[src/rtl/plic_gateway.sv]
// Per-source interrupt gateway in front of the PLIC core: synchronizes raw lines,
// counts edge events, and allows one outstanding request per source until claim+complete.
module plic_gateway #(
  parameter int                 NUM_SRC     = 10,
  parameter logic [NUM_SRC:1]   EDGE_MASK   = '0,
  parameter int                 MAX_PEND    = 7,
  parameter int                 SYNC_STAGES = 2
) (
  input  logic               PCLK,
  input  logic               PRESETn,
  input  logic [NUM_SRC:1]   IrqIn,
  input  logic               ClaimValid,
  input  logic [5:0]         ClaimID,
  input  logic               CompleteValid,
  input  logic [5:0]         CompleteID,
  input  logic               OvfClr,
  output logic [NUM_SRC:1]   Requests,
  output logic [NUM_SRC:1]   Overflow
);

  localparam int              CW     = $clog2(MAX_PEND + 1);
  localparam logic [CW-1:0]   CntMax = CW'(MAX_PEND);

  typedef enum logic [1:0] {
    IDLE     = 2'd0,
    REQ      = 2'd1,
    INFLIGHT = 2'd2
  } state_e;

  logic [NUM_SRC:1] syncQ [SYNC_STAGES];
  logic [NUM_SRC:1] prevQ;
  logic [NUM_SRC:1] syncLvl;
  logic [NUM_SRC:1] edgeDet;
  logic [NUM_SRC:1] claimHit;
  logic [NUM_SRC:1] compHit;

  state_e           stateQ [1:NUM_SRC];
  state_e           stateD [1:NUM_SRC];
  logic [CW-1:0]    cntQ   [1:NUM_SRC];
  logic [CW-1:0]    cntD   [1:NUM_SRC];
  logic [NUM_SRC:1] ovfQ;
  logic [NUM_SRC:1] ovfD;
  logic [NUM_SRC:1] ovfSet;

  assign syncLvl = syncQ[SYNC_STAGES-1];
  assign edgeDet = syncLvl & ~prevQ;

  // IDs 0 and above NUM_SRC never match any k, so they fall out as ignored.
  always_comb begin
    claimHit = '0;
    compHit  = '0;
    for (int k = 1; k <= NUM_SRC; k++) begin
      claimHit[k] = ClaimValid    && (ClaimID    == 6'(k));
      compHit[k]  = CompleteValid && (CompleteID == 6'(k));
    end
  end

  always_comb begin
    ovfSet = '0;
    for (int k = 1; k <= NUM_SRC; k++) begin
      stateD[k] = stateQ[k];
      cntD[k]   = cntQ[k];

      case (stateQ[k])
        IDLE: begin
          if (EDGE_MASK[k]) begin
            // cnt + edge - 1: a fresh edge consumed at once leaves cnt as is.
            if (edgeDet[k] || (cntQ[k] != '0)) begin
              stateD[k] = REQ;
              if (!edgeDet[k]) begin
                cntD[k] = cntQ[k] - CW'(1);
              end
            end
          end else if (syncLvl[k]) begin
            stateD[k] = REQ;
          end
        end
        REQ: begin
          if (claimHit[k]) begin
            stateD[k] = INFLIGHT;
          end
        end
        INFLIGHT: begin
          if (compHit[k]) begin
            stateD[k] = IDLE;
          end
        end
        default: stateD[k] = IDLE;
      endcase

      if (EDGE_MASK[k] && (stateQ[k] != IDLE) && edgeDet[k]) begin
        if (cntQ[k] == CntMax) begin
          ovfSet[k] = 1'b1;
        end else begin
          cntD[k] = cntQ[k] + CW'(1);
        end
      end
    end
  end

  // A saturating edge in the same cycle as OvfClr keeps the flag set.
  assign ovfD = (ovfQ & ~{NUM_SRC{OvfClr}}) | ovfSet;

  always_ff @(posedge PCLK or negedge PRESETn) begin
    if (!PRESETn) begin
      for (int i = 0; i < SYNC_STAGES; i++) begin
        syncQ[i] <= '0;
      end
      prevQ <= '0;
    end else begin
      syncQ[0] <= IrqIn;
      for (int i = 1; i < SYNC_STAGES; i++) begin
        syncQ[i] <= syncQ[i-1];
      end
      prevQ <= syncLvl;
    end
  end

  always_ff @(posedge PCLK or negedge PRESETn) begin
    if (!PRESETn) begin
      for (int k = 1; k <= NUM_SRC; k++) begin
        stateQ[k] <= IDLE;
        cntQ[k]   <= '0;
      end
      ovfQ <= '0;
    end else begin
      for (int k = 1; k <= NUM_SRC; k++) begin
        stateQ[k] <= stateD[k];
        cntQ[k]   <= cntD[k];
      end
      ovfQ <= ovfD;
    end
  end

  always_comb begin
    Requests = '0;
    for (int k = 1; k <= NUM_SRC; k++) begin
      Requests[k] = (stateQ[k] == REQ);
    end
  end

  assign Overflow = ovfQ;

endmodule

[config.mk]
export PLATFORM = sky130hd
export DESIGN_NAME = plic_gateway
export DESIGN_NICKNAME = d
export VERILOG_FILES = /design/src/rtl/plic_gateway.sv
export SDC_FILE = /design/constraint.sdc
export NUM_CORES = 1
export LEC_CHECK = 0
export ABC_AREA = 0
export CORE_MARGIN = 2
export CORE_UTILIZATION = 44
export CTS_BUF_LIST = sky130_fd_sc_hd__clkbuf_16
export DETAILED_ROUTE_END_ITERATION = 10
export PLACE_DENSITY = 0.78
export RECOVER_POWER = 25
export SLEW_MARGIN = 0
export SYNTH_ARGS = -nofsm -noshare
export SYNTH_HDL_FRONTEND = slang
export SYNTH_SLANG_ARGS = --single-unit
[constraint.sdc]
create_clock -name PCLK -period 0.9 [get_ports PCLK]
set_input_delay 0.18 -clock PCLK [delete_from_list [all_inputs] [get_ports PCLK]]
set_output_delay 0.18 -clock PCLK [all_outputs]
set_load 0.005 [all_outputs]
==> impl_metrics.tcl, run 1 <==
set metrics [dict create \
    synthFlopType "dfrtp_1" \
    antenna_found_initial 0 \
    finalSetupViolCount 32 \
    seq_area_um2 1250 \
    max_cap_violations 0 \
    syn_area_per_cell_um2 13.1 \
    fin_crit_sh 1.32 \
    yosys_warnings 0 \
    fin_worst_skew_ns 0.00199 \
    synth_simple_gate_area_share 0.202 \
    num_vias 1562 \
    dpl_cell_area_um2 2690 \
    clkLatencyLatePin_ns 0.29 \
    syn_to_final_growth_pct 65.1 \
    port_buffers 46 \
    synthAdderAreaFrac 0 \
    netlist_instances 148 \
    multi_input_area_um2 913 \
    path_class "flip-flop to output port" \
    irDropWorstVdd_mv 1.06 \
    grt_overflow 0 \
    grt_pass1_vias 1677 \
    path_max_fanout 2 \
    end_kind "output port" \
    syn_nets 175 \
    htree_levels 2 \
    maxSlewViolCount 0 \
    grt_setup_unrepaired "yes" \
    violations "negative setup slack" \
    tightest_slew_ns 0.441 \
    fill_cells 264 \
    critPathArrivalTime_ns 1.01 \
    synth_enable_flop_cells 0 \
    place_ws_ns -0.738 \
    antenna_cells 0 \
    gp_congestion 0.824 \
    ys_types 28 \
    num-nets-final 263 \
    finalHoldViolCount 0 \
    cts.sinks 50 \
    synth_mux_area_frac 0 \
    ys_ff_latch 50 \
    start_util 0.452 \
    rows 24 \
    hpwlAfterDp_um 3090 \
    die_h_um 70.4 \
    cp.required_ns 0.72 \
    drt_first_pass_iters 4 \
    reg2reg_slack_ns -0.11 \
    seq_area_frac_synth 0.644 \
    cts_tree "yes" \
    hp-class "input pin to flip-flop" \
    synth_top_area_share 0.644 \
    min_from "CompleteID[5]" \
    max_freq_mhz 843 \
    hold_end "stateQ[13]$_DFFE_PN0P_" \
    grt_max_degree 51 \
    relSlewSlack 0.706 \
    leakage_nw 1.41 \
    clock_path_buffers 2 \
    syn-cell-area_um2 1940 \
    core_area_um2 4290 \
    hold_path_depth 4 \
    grt_pass1_wl_um 8270 \
    numCtsBuffers 5 \
    synth_xor_area_frac 0 \
    stdcell_area_um2 3210 \
    synth_common_cells "50 x dfrtp_1, 21 x nor2b_1, 14 x o21ai_1" \
    avgViaCountPerCell 5.40 \
    initialDrtViolationCount 95 \
    antenna_left 0 \
    synthArstFlopShare 1.00 \
    die-area_um2 4960 \
    reg2reg_from "stateQ[12]$_DFFE_PN0P_" \
    cts-root-buf "clkbuf_16" \
    status "complete, but fails checks" \
    wl_um 5530 \
    die_w_um 70.4 \
    fin_ws_ns -0.286 \
    drive_above_1_share 0.612 \
    gr-usage-all-layers 0.223 \
    clk_pin_slew_ns 0.06 \
    synth_compound_area_frac 0.108 \
    start_kind "flip-flop" \
    min_period_ns 1.19 \
    yosys.area.top_type "dfrtp_1" \
    worstReg2RegEnd "stateQ[12]$_DFFE_PN0P_" \
    synth_area_leaders "dfrtp_1 64%, nor2b_1 6.8%, buf_4 3.9%" \
    route.detailed.drc 0 \
    synth_top_family_by_area "simple AND/OR/NAND/NOR gates" \
    worst-r2r-cell-count 3 \
    routedWlPerCell_um 19.1 \
    power.density_nw_per_um2 1620 \
    synth_most_common_cell "dfrtp_1" \
    num_io_pins 47 \
]
flip-flops by register name, indices dropped and copies added (netlist names):
| register | cells |
|---|---|
| Overflow | 10 |
| stateQ | 20 |
| syncLvl | 10 |
| syncQ | 10 |
critical path: stages, from the launching register on:
cell	delay, ns
dfrtp_1	0.45
nor2b_4	0.15
buf_2	0.12
routing by layer:
layer | wire length [um] | vias up | global-route usage | share of wire
met5 | 0 | - | 0 | 0
li1 | - | 704 | - | -
met3 | 353 | 17 | 0.0765 | 0.064
met4 | 155 | 0 | 0.0769 | 0.028
met1 | 2110 | 777 | 0.248 | 0.38
met2 | 2920 | 64 | 0.396 | 0.53
worst max-delay path by stage:
stage / from / to / slack (ns) / cells after the start
2_1_floorplan: CompleteID[3] / stateQ[15]$_DFFE_PN0P_ / -0.13 / 3
6_report: stateQ[15]$_DFFE_PN0P_ / Requests[3] / -0.29 / 2
4_1_cts: stateQ[15]$_DFFE_PN0P_ / Requests[3] / -0.25 / 2
5_1_grt: stateQ[15]$_DFFE_PN0P_ / Requests[3] / -0.32 / 2
3_5_place_dp: CompleteID[5] / stateQ[19]$_DFFE_PN0P_ / -0.74 / 4
3_3_place_gp: CompleteValid / stateQ[15]$_DFFE_PN0P_ / -0.64 / 4
through the flow:
step           utilization  cells  TNS (ns)  hold WS (ns)  total power, mW
2_1_floorplan            -    148    -0.950        -0.116             2.46
3_3_place_gp         0.626    273    -16.45         0.181             2.74
3_5_place_dp         0.626    273    -17.98         0.189             2.76
4_1_cts              0.706    286     -3.00         0.292             5.15
5_1_grt              0.747    289     -4.46         0.303             5.39
6_report             0.747    289     -3.57         0.301             5.19
logic make-up after synthesis:
group,after synthesis
buffers and inverters,13
AND/OR/NAND/NOR,56
AO/OA/AOI/OAI,29
flip-flops,50
cell usage in the layout, fill, tap and decap left out, types with 2 or more instances in the layout:
cell              n
dfrtp_1          50
buf_2            28
buf_6            24
buf_4            22
nor2b_1          13
dlygate4sd3_1    11
nor2b_4           8
a311oi_2          7
o21ai_1           7
nand3_2           6
o21ai_2           6
nor2_4            5
clkbuf_16         5
nor2_2            4
nor2_1            3
clkdlybuf4s15_2   3
buf_8             3
nor4b_4           2
and3b_2           2
and4_4            2
a211oi_2          2
or4b_4            2
nand3b_1          2
bufinv_16         2
power by group:
| group | total [mW] | switching (mW) | internal (mW) |
|---|---|---|---|
| registers | 2.34 | 0.0314 | 2.31 |
| logic | 0.460 | 0.226 | 0.234 |
| clock network | 2.39 | 0.810 | 1.58 |
| total | 5.19 | 1.07 | 4.12 |
what timing repair did:
action / in CTS / in global routing
gates resized for setup: 181 / 49
pin swaps: 14 / 22
endpoints found under the setup margin: 40 / 39
hold buffers: 1 / 0
hold endpoints to repair: 50 / 0
buffers inserted: 16 / 14
area by class of cell:
| type | instances | share of cell area |
|---|---|---|
| clock buffer | 5 | 0.0390 |
| clock inverter | 3 | 0.0199 |
| inverter | 1 | 0.00117 |
| multi-input combinational | 85 | 0.285 |
| sequential | 50 | 0.390 |
| tap | 52 | 0.0203 |
| timing repair buffer | 93 | 0.244 |
No activity file was read; power rests on OpenSTA's default activity.
==> run 2: changes to the inputs <==
==> constraint.sdc (replaced) <==
create_clock -name PCLK -period 1.07 [get_ports PCLK]
set_input_delay 0.214 -clock PCLK [delete_from_list [all_inputs] [get_ports PCLK]]
set_output_delay 0.214 -clock PCLK [all_outputs]
set_load 0.005 [all_outputs]
==> run 2 against run 1 <==
  * The run still ends with negative setup slack left
  * Sequential power is 16% lower
  * Largest power group is now sequential cells
  * Global-route usage is 2.8 points lower
  * Sequential cell count stayed put
  * Cell count is 4.8% higher
  * Clock power is 36% lower
  * Sequential share of layout area is 3.1 points higher
  * Worst setup slack better by 0.19 ns
  * Clock-buffer cell count stayed put
==> impl_metrics.tcl, run 2 (synthesis results as in run 1) <==
set metrics [dict create \
    status "complete, but fails checks" \
    violations "negative setup slack" \
    layout_common_cells "59 x buf_4, 50 x dfrtp_1, 20 x buf_2" \
    finalNonFillerCells 303 \
    grt_pass1_wl_um 7690 \
    grt_pass1_vias 1679 \
    gr-usage-all-layers 0.195 \
    relSlewSlack 0.715 \
    cp.required_ns 0.86 \
    start_kind "flip-flop" \
    path_max_fanout 2 \
    start_util 0.452 \
    critPathTopFamily "flip-flops" \
    stdcell_area_um2 2970 \
    grt_max_degree 51 \
    largest-register "stateQ" \
    crit_slowest_cell "dfrtp_1" \
    antenna_found_initial 0 \
    min_period_ns 1.17 \
    leakage_nw 1.39 \
    drt_first_pass_iters 4 \
    fin_util 0.692 \
    maxSlewViolCount 0 \
    irDropWorstVdd_mv 0.825 \
    port_buffers 46 \
    fin_setup_tns_ns -0.781 \
    cts-root-buf "clkbuf_16" \
    antenna_left 0 \
    critPathBufInv 1 \
    place_ws_ns -0.566 \
    cts.sinks 50 \
    reg2reg_slack_ns -0.04 \
    wl_um 4720 \
    grt_setup_unrepaired "yes" \
    die-area_um2 4960 \
    fin_crit_sh 1.09 \
    place_inst 271 \
    num_io_pins 47 \
    tightest_slew_ns 0.428 \
    avgViaCountPerCell 5.15 \
    die_h_um 70.4 \
    path_class "flip-flop to output port" \
    dpl_cell_area_um2 2670 \
    initialDrtViolationCount 68 \
    core_area_um2 4290 \
    worstPathCellList "nor2b_2, buf_2" \
    rows 24 \
    gp_congestion 0.789 \
    fin_worst_skew_ns 0.00685 \
    critPathArrivalTime_ns 0.96 \
    grt_overflow 0 \
    finalHoldViolCount 0 \
    finalSetupViolCount 12 \
    htree_levels 2 \
    syn_to_final_growth_pct 53.0 \
    hp-class "input pin to flip-flop" \
    clk_pin_slew_ns 0.07 \
    num-nets-final 277 \
    max_freq_mhz 855 \
    routedWlPerCell_um 15.6 \
    cts_tree "yes" \
    largest_register_ffs 20 \
    num_vias 1560 \
    fin_ws_ns -0.0997 \
    numCtsBuffers 5 \
    power.density_nw_per_um2 1290 \
    clock_path_buffers 2 \
    end_kind "output port" \
    mostFrequentLayoutCell "buf_4" \
    drive_above_1_share 0.490 \
    fill_cells 312 \
    clkLatencyLatePin_ns 0.29 \
    max_stage_delay_ns 0.38 \
    hpwlAfterDp_um 3040 \
    max_cap_violations 0 \
    route.detailed.drc 0 \
    antenna_cells 0 \
    die_w_um 70.4 \
]
-- run 2: cell types whose count changed in the layout (fill, tap and decap cells not counted), sizes merged --
cell | before | now
clkinv | 1 | 3
clkbuf | 5 | 11
clkdlybuf4s15 | 3 | 1
bufinv | 2 | 0
buf | 77 | 81
dlygate4sd2 | 1 | 7
-- run 2: worst min-delay path, delay by kind of cell --
kind                   cells  cell delay [ns]
and+or+nand+nor            1             0.16
AOI/OAI and AO/OA          2             0.10
buffers and inverters      1             0.12
-- run 2: path summary, 6_finish.rpt --
path | endpoint | cells past startpoint | start
worst min-delay path | stateQ[11]$_DFFE_PN0P_ | 4 | CompleteID[5]
worst max-delay path | Requests[7] | 2 | stateQ[6]$_DFFE_PN0P_
worst max register to register | stateQ[2]$_DFFE_PN0P_ | 4 | stateQ[2]$_DFFE_PN0P_
max in group asynchronous | stateQ[9]$_DFFE_PN0P_ | 3 | PRESETn
min in group asynchronous | syncQ[14]$_DFF_PN0_ | 3 | PRESETn
worst min register to register | syncLvl[7]$_DFF_PN0_ | 0 | syncQ[16]$_DFF_PN0_
-- run 2: power by group --
group          internal [mW]  switching [mW]
clock network          0.866           0.672
registers               1.94          0.0190
logic                  0.177           0.156
-- run 2: stage by stage --
stage / hold WS [ns] / total power, mW
2_1_floorplan: -0.0816 / 2.07
3_3_place_gp: 0.217 / 2.30
3_5_place_dp: 0.219 / 2.31
4_1_cts: 0.350 / 3.85
5_1_grt: 0.359 / 3.99
6_report: 0.347 / 3.83
-- run 2: routing by layer --
layer	up-vias	GRT usage	wire length (um)
met5	-	0	0
met4	0	0.0748	31
met3	6	0.0505	267
met2	48	0.338	2570
met1	782	0.233	1850
li1	724	-	-
-- run 2: layout make-up --
class | count | area, um^2 | area share
Timing Repair Buffer | 107 | 787 | 0.265
Multi-Input combinational cell | 85 | 718 | 0.242
Sequential cell | 50 | 1250 | 0.421
Clock inverter | 3 | 21.3 | 0.00716
Clock buffer | 5 | 125 | 0.0421
Inverter | 1 | 3.75 | 0.00126
Tap cell | 52 | 65.1 | 0.0219
-- run 2: timing repair --
| item | CTS | global route |
|---|---|---|
| endpoints found under the hold margin | 50 | 0 |
| hold buffers | 1 | 0 |
| gates resized for setup | 117 | 17 |
| setup buffers | 13 | 10 |
| setup endpoints to repair | 40 | 19 |
| pin swaps | 11 | 5 |
==> run 3: changes to the inputs <==
--- a/config.mk
+++ b/config.mk
@@ -7,10 +7,10 @@
 export LEC_CHECK = 0
 export ABC_AREA = 0
 export CORE_MARGIN = 2
-export CORE_UTILIZATION = 44
+export CORE_UTILIZATION = 48
 export CTS_BUF_LIST = sky130_fd_sc_hd__clkbuf_16
 export DETAILED_ROUTE_END_ITERATION = 10
-export PLACE_DENSITY = 0.78
+export PLACE_DENSITY = 0.81
 export RECOVER_POWER = 25
 export SLEW_MARGIN = 0
 export SYNTH_ARGS = -nofsm -noshare
==> constraint.sdc (replaced) <==
create_clock -name PCLK -period 1.3 [get_ports PCLK]
set_input_delay 0.26 -clock PCLK [delete_from_list [all_inputs] [get_ports PCLK]]
set_output_delay 0.26 -clock PCLK [all_outputs]
set_load 0.005 [all_outputs]
==> run 3 against run 2 <==
  * Largest power group unchanged
  * Cell count is 6.3% lower
  * Combinational power is 26% lower
  * First-iteration DRC count is 1.5% lower
  * Critical endpoint is now Requests[10]
  * Non-clock buffer count is 17 lower
  * Core utilization is 2.8 points higher
  * Clock-buffer cell count stayed put
  * Sequential cell count stayed put
  * Clock skew is 0.0025 ns lower
  * Cell area is 4.5% lower
  * Global-route usage is 1.4 points higher
  * Worst hold slack better by 0.00098 ns
  * The flow now finishes without violations
==> impl_metrics.tcl, run 3 (synthesis results as in run 1) <==
set metrics [dict create \
    relSlewSlack 0.575 \
    core_area_um2 3940 \
    cp.required_ns 1.04 \
    routedWlPerCell_um 15.1 \
    start_kind "flip-flop" \
    die-area_um2 4570 \
    leakage_nw 1.32 \
    hold_path_depth 0 \
    finalSetupViolCount 0 \
    num-nets-final 260 \
    num_io_pins 47 \
    crit_slowest_cell "dfrtp_1" \
    switching_share 0.211 \
    p_seq_frac 0.525 \
    max_freq_mhz 802 \
    hp-class "flip-flop to flip-flop" \
    largest-register "stateQ" \
    drive_above_1_share 0.342 \
    die_w_um 67.6 \
    holdWs_ns 0.348 \
    path_class "flip-flop to output port" \
    clkLatencyLatePin_ns 0.29 \
    combPwrFrac 0.080 \
    finalNonFillerCells 284 \
    worst-r2r-cell-count 5 \
    power.density_nw_per_um2 1080 \
    antenna_left 0 \
    grt_pass1_vias 1510 \
    dpl_cell_area_um2 2640 \
    p_clk_frac 0.395 \
    fill_cells 285 \
    num_vias 1476 \
    cts.sinks 50 \
    grt_overflow 0 \
    tightest_slew_ns 0.637 \
    maxSlewViolCount 0 \
    htree_levels 2 \
    min_period_ns 1.25 \
    grt_setup_unrepaired "no" \
    antenna_found_initial 0 \
    status "complete, no violations" \
    cts-root-buf "clkbuf_16" \
    mostFrequentLayoutCell "dfrtp_1" \
    reg2reg_slack_ns 0.32 \
    endpoint "Requests[10]" \
    clock_path_buffers 2 \
    hpwlAfterDp_um 3050 \
    avgViaCountPerCell 5.20 \
    start_util 0.493 \
    rows 23 \
    numCtsBuffers 5 \
    route.detailed.drc 0 \
    grt_pass1_wl_um 6770 \
    worstPathCellList "nor2b_1, clkdlybuf4s15_1" \
    place_inst 265 \
    fin_setup_tns_ns 0 \
    grt_max_degree 51 \
    totalPowerFinal_mw 3.07 \
    antenna_cells 0 \
    largest_register_ffs 20 \
    wl_um 4300 \
    die_h_um 67.6 \
    clk_pin_slew_ns 0.06 \
    startpoint "stateQ[0]$_DFFE_PN0P_" \
    gr-usage-all-layers 0.209 \
    fin_worst_skew_ns 0.00438 \
    end_kind "output port" \
    worstReg2RegEnd "stateQ[5]$_DFFE_PN0P_" \
    port_buffers 46 \
    syn_to_final_growth_pct 46.1 \
    max_stage_delay_ns 0.38 \
    power.switching_mw 0.649 \
    finalHoldViolCount 0 \
    fin_crit_sh 0.959 \
    cts_tree "yes" \
    stdcell_area_um2 2840 \
    irDropWorstVdd_mv 0.830 \
    initialDrtViolationCount 67 \
    gp_congestion 0.832 \
    path_max_fanout 2 \
    critPathArrivalTime_ns 0.99 \
    drt_first_pass_iters 4 \
    reg2reg_from "stateQ[4]$_DFFE_PN0P_" \
    internal_power_mw 2.42 \
    layout_common_cells "50 x dfrtp_1, 42 x buf_4, 16 x nor2b_1, 16 x dlygate4sd2_1" \
    max_cap_violations 0 \
]
-- run 3: final cells by class --
cell class / count / area [um^2] / share of cell area
Timing Repair Buffer: 90 / 738 / 0.260
Tap cell: 50 / 62.6 / 0.0220
Sequential cell: 50 / 1250 / 0.441
Inverter: 1 / 3.75 / 0.00132
Clock buffer: 5 / 125 / 0.0441
Multi-Input combinational cell: 85 / 644 / 0.227
Clock inverter: 3 / 12.5 / 0.00441
-- run 3: worst min path at each step --
stage / start / end / slack (ns)
after CTS: syncQ[18]$_DFF_PN0_ / syncLvl[9]$_DFF_PN0_ / 0.35
after global placement: PRESETn / syncQ[18]$_DFF_PN0_ / 0.26
after global routing: syncQ[19]$_DFF_PN0_ / syncLvl[10]$_DFF_PN0_ / 0.36
after floorplan: PRESETn / Overflow[10]$_DFF_PN0_ / -0.04
after detailed placement: PRESETn / syncLvl[9]$_DFF_PN0_ / 0.26
final: syncQ[19]$_DFF_PN0_ / syncLvl[10]$_DFF_PN0_ / 0.35
-- run 3: power groups by stage --
stage	sequential (mW)	combinational [mW]	clock (mW)
2_1_floorplan	1.64	0.0635	0
3_3_place_gp	1.64	0.253	0
3_5_place_dp	1.64	0.260	0
4_1_cts	1.61	0.262	1.24
5_1_grt	1.61	0.270	1.31
6_report	1.61	0.247	1.21
-- run 3: per-layer routing --
metal	up-vias	global-route usage	wire, um
met5	-	0	0
met4	0	0.0995	89
met3	10	0.0733	288
met2	41	0.346	2170
met1	729	0.242	1750
li1	696	-	-
-- run 3: timing repair --
action | 4_1_cts | 5_1_grt
endpoints found under the hold margin | 50 | 0
gates resized for setup | 51 | 16
buffers inserted | 8 | 2
pin swaps | 3 | 0
setup endpoints to repair | 31 | 18
hold buffers | 1 | 0
-- run 3: stage by stage --
stage / util / worst slack (ns)
final: 0.720 / 0.0531
after CTS: 0.717 / 0.000676
after detailed placement: 0.669 / -0.427
after global routing: 0.720 / 0.0159
after floorplan: - / 0.171
after global placement: 0.669 / -0.369
-- run 3: critical path: cells and delay by family, from the launching register on --
kind          cells  cell delay [ns]
buf+inv           1             0.19
simple gates      1             0.13
flops             1             0.38
